<file path="config.mk">
export PLATFORM = sky130hd
export DESIGN_NAME = sync_event_capture
export DESIGN_NICKNAME = d
export VERILOG_FILES = /design/src/rtl/sync_event_capture.sv
export SDC_FILE = /design/constraint.sdc
export NUM_CORES = 1
export LEC_CHECK = 0
export BUFFER_PORTS_ARGS = -buffer_cell sky130_fd_sc_hd__buf_2
export CAP_MARGIN = 15
export CORE_MARGIN = 1
export CORE_UTILIZATION = 60
export DETAILED_ROUTE_END_ITERATION = 8
export PLACE_DENSITY = 0.94
export SLEW_MARGIN = 20
export SYNTH_ARGS = -nofsm -noshare
export SYNTH_HDL_FRONTEND = slang
export SYNTH_SLANG_ARGS = --single-unit
</file>
<file path="constraint.sdc">
create_clock -name clk -period 4.7 [get_ports clk]
set_input_delay 0.235 -clock clk [delete_from_list [all_inputs] [get_ports clk]]
set_output_delay 0.235 -clock clk [all_outputs]
set_load 0.02 [all_outputs]
</file>
<file path="src/rtl/sync_event_capture.sv">
// sync_event_capture: watches a synchronized bus for enabled rising/falling edges and
// queues {snapshot, edge mask, timestamp} records in a small FIFO for a consumer.
// Optional feature: define SYNC_EVENT_TS_EN to add a free-running timestamp counter;
// without it evt_ts is tied to zero and no timestamp storage exists.
module sync_event_capture #(
    parameter int unsigned WIDTH      = 8,
    parameter int unsigned FIFO_DEPTH = 4,
    parameter int unsigned TS_WIDTH   = 16
) (
    input  logic                        clk,
    input  logic                        rst,
    input  logic [WIDTH-1:0]            din,
    input  logic                        din_stable,
    input  logic [WIDTH-1:0]            rise_en,
    input  logic [WIDTH-1:0]            fall_en,
    output logic                        evt_valid,
    input  logic                        evt_ready,
    output logic [WIDTH-1:0]            evt_data,
    output logic [WIDTH-1:0]            evt_mask,
    output logic [TS_WIDTH-1:0]         evt_ts,
    output logic [$clog2(FIFO_DEPTH):0] evt_count,
    output logic                        overflow,
    input  logic                        overflow_clr
);

    localparam int unsigned PtrW = $clog2(FIFO_DEPTH);
    localparam int unsigned CntW = PtrW + 1;

    typedef enum logic [0:0] {StInit, StRun} state_e;

    state_e           state_q, state_d;
    logic [WIDTH-1:0] ref_q, ref_d;
    logic [WIDTH-1:0] det_mask;
    logic             push, pop, full, push_ok, drop;

    logic [WIDTH-1:0] data_mem [FIFO_DEPTH];
    logic [WIDTH-1:0] mask_mem [FIFO_DEPTH];
    logic [PtrW-1:0]  wr_ptr_q, rd_ptr_q;
    logic [CntW-1:0]  count_q, count_d;
    logic             overflow_q;

    // State and reference register
    always_ff @(posedge clk or posedge rst) begin
        if (rst) begin
            state_q <= StInit;
            ref_q   <= '0;
        end else begin
            state_q <= state_d;
            ref_q   <= ref_d;
        end
    end

    // Edge detection; the first stable sample only arms the reference
    always_comb begin
        state_d  = state_q;
        ref_d    = ref_q;
        det_mask = '0;
        if (din_stable) begin
            ref_d = din;
            case (state_q)
                StInit:  state_d = StRun;
                StRun:   det_mask = (din ^ ref_q) & ((din & rise_en) | (~din & fall_en));
                default: state_d = StInit;
            endcase
        end
    end

    // Queue control; a pop in the same cycle frees the slot a full-queue push needs
    always_comb begin
        push    = |det_mask;
        pop     = evt_valid && evt_ready;
        full    = (count_q == CntW'(FIFO_DEPTH));
        push_ok = push && (!full || pop);
        drop    = push && full && !pop;
        count_d = count_q;
        if (push_ok && !pop) begin
            count_d = count_q + CntW'(1);
        end else if (!push_ok && pop) begin
            count_d = count_q - CntW'(1);
        end
    end

    // Queue pointers, occupancy and sticky overflow (a drop beats a clear)
    always_ff @(posedge clk or posedge rst) begin
        if (rst) begin
            wr_ptr_q   <= '0;
            rd_ptr_q   <= '0;
            count_q    <= '0;
            overflow_q <= 1'b0;
        end else begin
            if (push_ok) wr_ptr_q <= wr_ptr_q + PtrW'(1);
            if (pop)     rd_ptr_q <= rd_ptr_q + PtrW'(1);
            count_q <= count_d;
            if (drop) begin
                overflow_q <= 1'b1;
            end else if (overflow_clr) begin
                overflow_q <= 1'b0;
            end
        end
    end

    // Queue storage; cleared on reset so head outputs read zero while empty after reset
    always_ff @(posedge clk or posedge rst) begin
        if (rst) begin
            for (int i = 0; i < FIFO_DEPTH; i++) begin
                data_mem[i] <= '0;
                mask_mem[i] <= '0;
            end
        end else if (push_ok) begin
            data_mem[wr_ptr_q] <= din;
            mask_mem[wr_ptr_q] <= det_mask;
        end
    end

`ifdef SYNC_EVENT_TS_EN
    logic [TS_WIDTH-1:0] ts_q;
    logic [TS_WIDTH-1:0] ts_mem [FIFO_DEPTH];

    // Free-running timestamp, wraps naturally
    always_ff @(posedge clk or posedge rst) begin
        if (rst) begin
            ts_q <= '0;
        end else begin
            ts_q <= ts_q + TS_WIDTH'(1);
        end
    end

    // Timestamp storage alongside the event records
    always_ff @(posedge clk or posedge rst) begin
        if (rst) begin
            for (int i = 0; i < FIFO_DEPTH; i++) begin
                ts_mem[i] <= '0;
            end
        end else if (push_ok) begin
            ts_mem[wr_ptr_q] <= ts_q;
        end
    end

    assign evt_ts = ts_mem[rd_ptr_q];
`else
    assign evt_ts = '0;
`endif

    // Head outputs read straight from registered storage
    always_comb begin
        evt_valid = (count_q != '0);
        evt_data  = data_mem[rd_ptr_q];
        evt_mask  = mask_mem[rd_ptr_q];
        evt_count = count_q;
        overflow  = overflow_q;
    end

endmodule

</file>
==> out/metrics.csv <==
stage,metric,value,unit
setup_path,slowest cell on the critical path,nor4_4,
clock_tree,H-tree depth,3,
placed_design,PortBufs,49,
final_layout,Fill cells,428,
clock_tree,Clock transition at path regs,0.08,ns
global_routing,largest net degree at the start of global routing,43,
clock_tree,root buf cell,clkbuf_8,
yosys,YS warnings,0,
timing,Worst Skew,0.00834,ns
setup_path,Buf/Inv on CP,1,
yosys,most numerous cell in the Yosys netlist,dfrtp_1,
setup_path,CP arrival,3.04,ns
yosys,async set-reset flop share out of synthesis,100,%
setup_path,worst-path cell chain,nand3b_1 -> a41oi_1 -> nor4_4 -> and2b_2 -> ha_1 -> inv_1 -> fa_1 -> mux2_2,
setup_path,crit path max fanout,6,
yosys,mapped cell area,3950,um2
route,routed vias,2281,
floorplanning,num ports,66,
floorplanning,effective utilization at floorplan,62.2,%
pwr,pwr/cell area,699,nW/um2
setup_path,worst endpoint required time,4.94,ns
route,DR vias/cell,5.82,
setup_path,crit start category,flop,
final_layout,nets,346,
worst_hold_path,worst hold path class,in -> async,
route,average wire per standard cell,18.7,um
pwr,Peak VDD IR,0.512,mV
yosys,Synth top area share,51.3,%
timing,RSZ-0062 raised after global routing,no,
clock_tree,CTS hold repair buffers,0,
final_layout,fraction of layout cells with a size suffix above 1,52.4,%
timing,clock period minus worst slack,2.80,ns
route,DRC,0,
placed_design,Post-DP HPWL,4930,um
timing,Worst Max-Slew Pin Slew,0.955,ns
route,Antenna Nets Post-Route,0,
clock_tree,Clock Path Buffers,2,
route,DRT iter0 DRCs,131,
pwr,P_leak,1.98,nW
floorplanning,Die H,83.2,um
yosys,ys flop type,dfrtp_1,
yosys,Synth Register Bits,81,
clock_tree,"Clk Latency, worst-skew pair",0.35,ns
timing,Slew Limit Fails,0,
setup_path,critical path class,reg -> reg,
floorplanning,die area,6910,um2
clock_tree,Post-CTS Setup Inserts,0,
yosys,Synth top cells by count,"dfrtp_1, mux2_2, buf_4, mux4_2, nand3b_1",
yosys,number of synthesized flops with an enable pin,0,
timing,Slew Limit Headroom,36.3,%
yosys,top post-synthesis cells by area,"dfrtp_1, mux2_2, mux4_2",
setup_path,crit end category,flop,
global_routing,initial antenna violation count,0,
global_routing,number of global-route vias before repair,2406,
yosys,distinct cell type count after synthesis,29,
yosys,Synth Area per Inst,15.1,um2
yosys,"area leader, netlist",dfrtp_1,
timing,TNS Setup,0,ns
floorplanning,die width,83.2,um
run_status,outcome,completed,
timing,final hold violations,0,
final_layout,Util after Layout,68.3,%
timing,fmax,0.358,GHz
global_routing,gr usage total,23.8,%
route,drt first pass iters,4,
route,final WL,7320,um
setup_path,Crit path max-delay family,simple AND/OR/NAND/NOR gates,
timing,fin crit share,59.5,%
clock_tree,Sink Count,81,
clock_tree,post-cts repair resize count,0,
final_layout,Antenna Diode Count,0,
timing,# setup viols final,0,
floorplanning,core area,6350,um2
yosys,Mapped Cells,262,
run,max-cap violation count,0,
clock_tree,total CTS buffers,9,
yosys,post-synthesis sequential area ratio,51.3,%
final_layout,"Area growth, synth to finish",9.75,%
placed_design,RePlAce Congestion,0.808,
clock_tree,CTS tree,done,
floorplanning,# rows,29,
setup_path,"Largest stage delay, worst path",0.70,ns
global_routing,first-pass GRT wire length,12300,um
global_routing,total gr overflow,0,
[area by class of cell]
cell class	instances	area (um2)	area share, %
tap	77	96.3	2.22
multi-input combinational	164	1750	40.2
inverter	5	18.8	0.433
clock inverter	3	40.0	0.923
sequential	81	2030	46.8
clock buffer	12	155	3.58
timing repair buffer	50	253	5.83
[sequential cells by signal (all words and copies together) (netlist names)]
signal	cells
overflow	1
rd_ptr_q	2
mask_mem	32
data_mem	32
ref_q	8
wr_ptr_q	2
state_q	1
evt_count	3
[worst paths after layout]
check	startpoint	end	slack, ns	cells after the start
worst max-delay path	ref_q[4]	evt_count[1]	1.90	8
worst min-delay path	rst	data_mem[12]	0.06	2
worst max register to register	ref_q[4]	evt_count[1]	1.90	8
worst min register to register	evt_count[2]	evt_count[2]	0.50	1
max in group asynchronous	rst	mask_mem[29]	3.62	3
min in group clk	overflow_clr	overflow	0.07	2
[kinds of logic after synthesis]
logic type,after synthesis,synth area share (%)
mux,90,30.7
flops,81,51.3
simple gates,33,6.49
buf+inv,32,5.95
compound gates,13,2.06
fa+ha+maj,6,2.09
xor+xnor,6,1.33
other cells,1,0.0949
[power breakdown]
group	total, mW	leakage (nW)	internal [mW]	switching [mW]
combinational	1.25	0.869	0.688	0.560
sequential	1.27	1.01	1.02	0.256
clock	0.508	0.102	0.270	0.238
[routing by layer]
metal / wire, um / GRT usage, %
met1: 3210 / 31.7
met2: 3690 / 38.1
met3: 267 / 4.37
met4: 149 / 11.4
met5: 0 / 0
[worst reg2reg max path, stage by stage (launching register included)]
cell and delay, ns:
dfrtp_1 0.40, nand3b_1 0.13, a41oi_1 0.16, nor4_4 0.70, and2b_2 0.34, ha_1 0.23
inv_1 0.07, fa_1 0.40, mux2_2 0.27
[through the flow]
step / hold WS (ns) / area (um2) / instances / setup WS (ns) / power [mW]
2_1_floorplan: 0.344 / 4010 / 277 / 1.98 / 2.24
3_3_place_gp: 0.447 / 4140 / 377 / 1.93 / 2.47
3_5_place_dp: 0.445 / 4140 / 377 / 1.86 / 2.54
4_1_cts: 0.0613 / 4340 / 392 / 1.88 / 3.05
5_1_grt: 0.0568 / 4340 / 392 / 1.76 / 3.20
6_report: 0.0557 / 4340 / 392 / 1.90 / 3.03
[cell usage in the layout (no fill, tap or decap), types with 2 or more instances in the layout]
| master | count |
|---|---|
| a21oi_1 | 8 |
| a41oi_1 | 4 |
| buf_2 | 49 |
| clkbuf_8 | 11 |
| clkinv_2 | 2 |
| conb_1 | 16 |
| dfrtp_1 | 80 |
| ha_1 | 5 |
| inv_1 | 4 |
| mux2_2 | 69 |
| mux2_4 | 5 |
| mux4_2 | 16 |
| nand2_1 | 5 |
| nand3b_1 | 16 |
| nor2_4 | 4 |
| xnor2_1 | 4 |
| xor2_1 | 2 |
No activity file was read; power rests on OpenSTA's default activity.
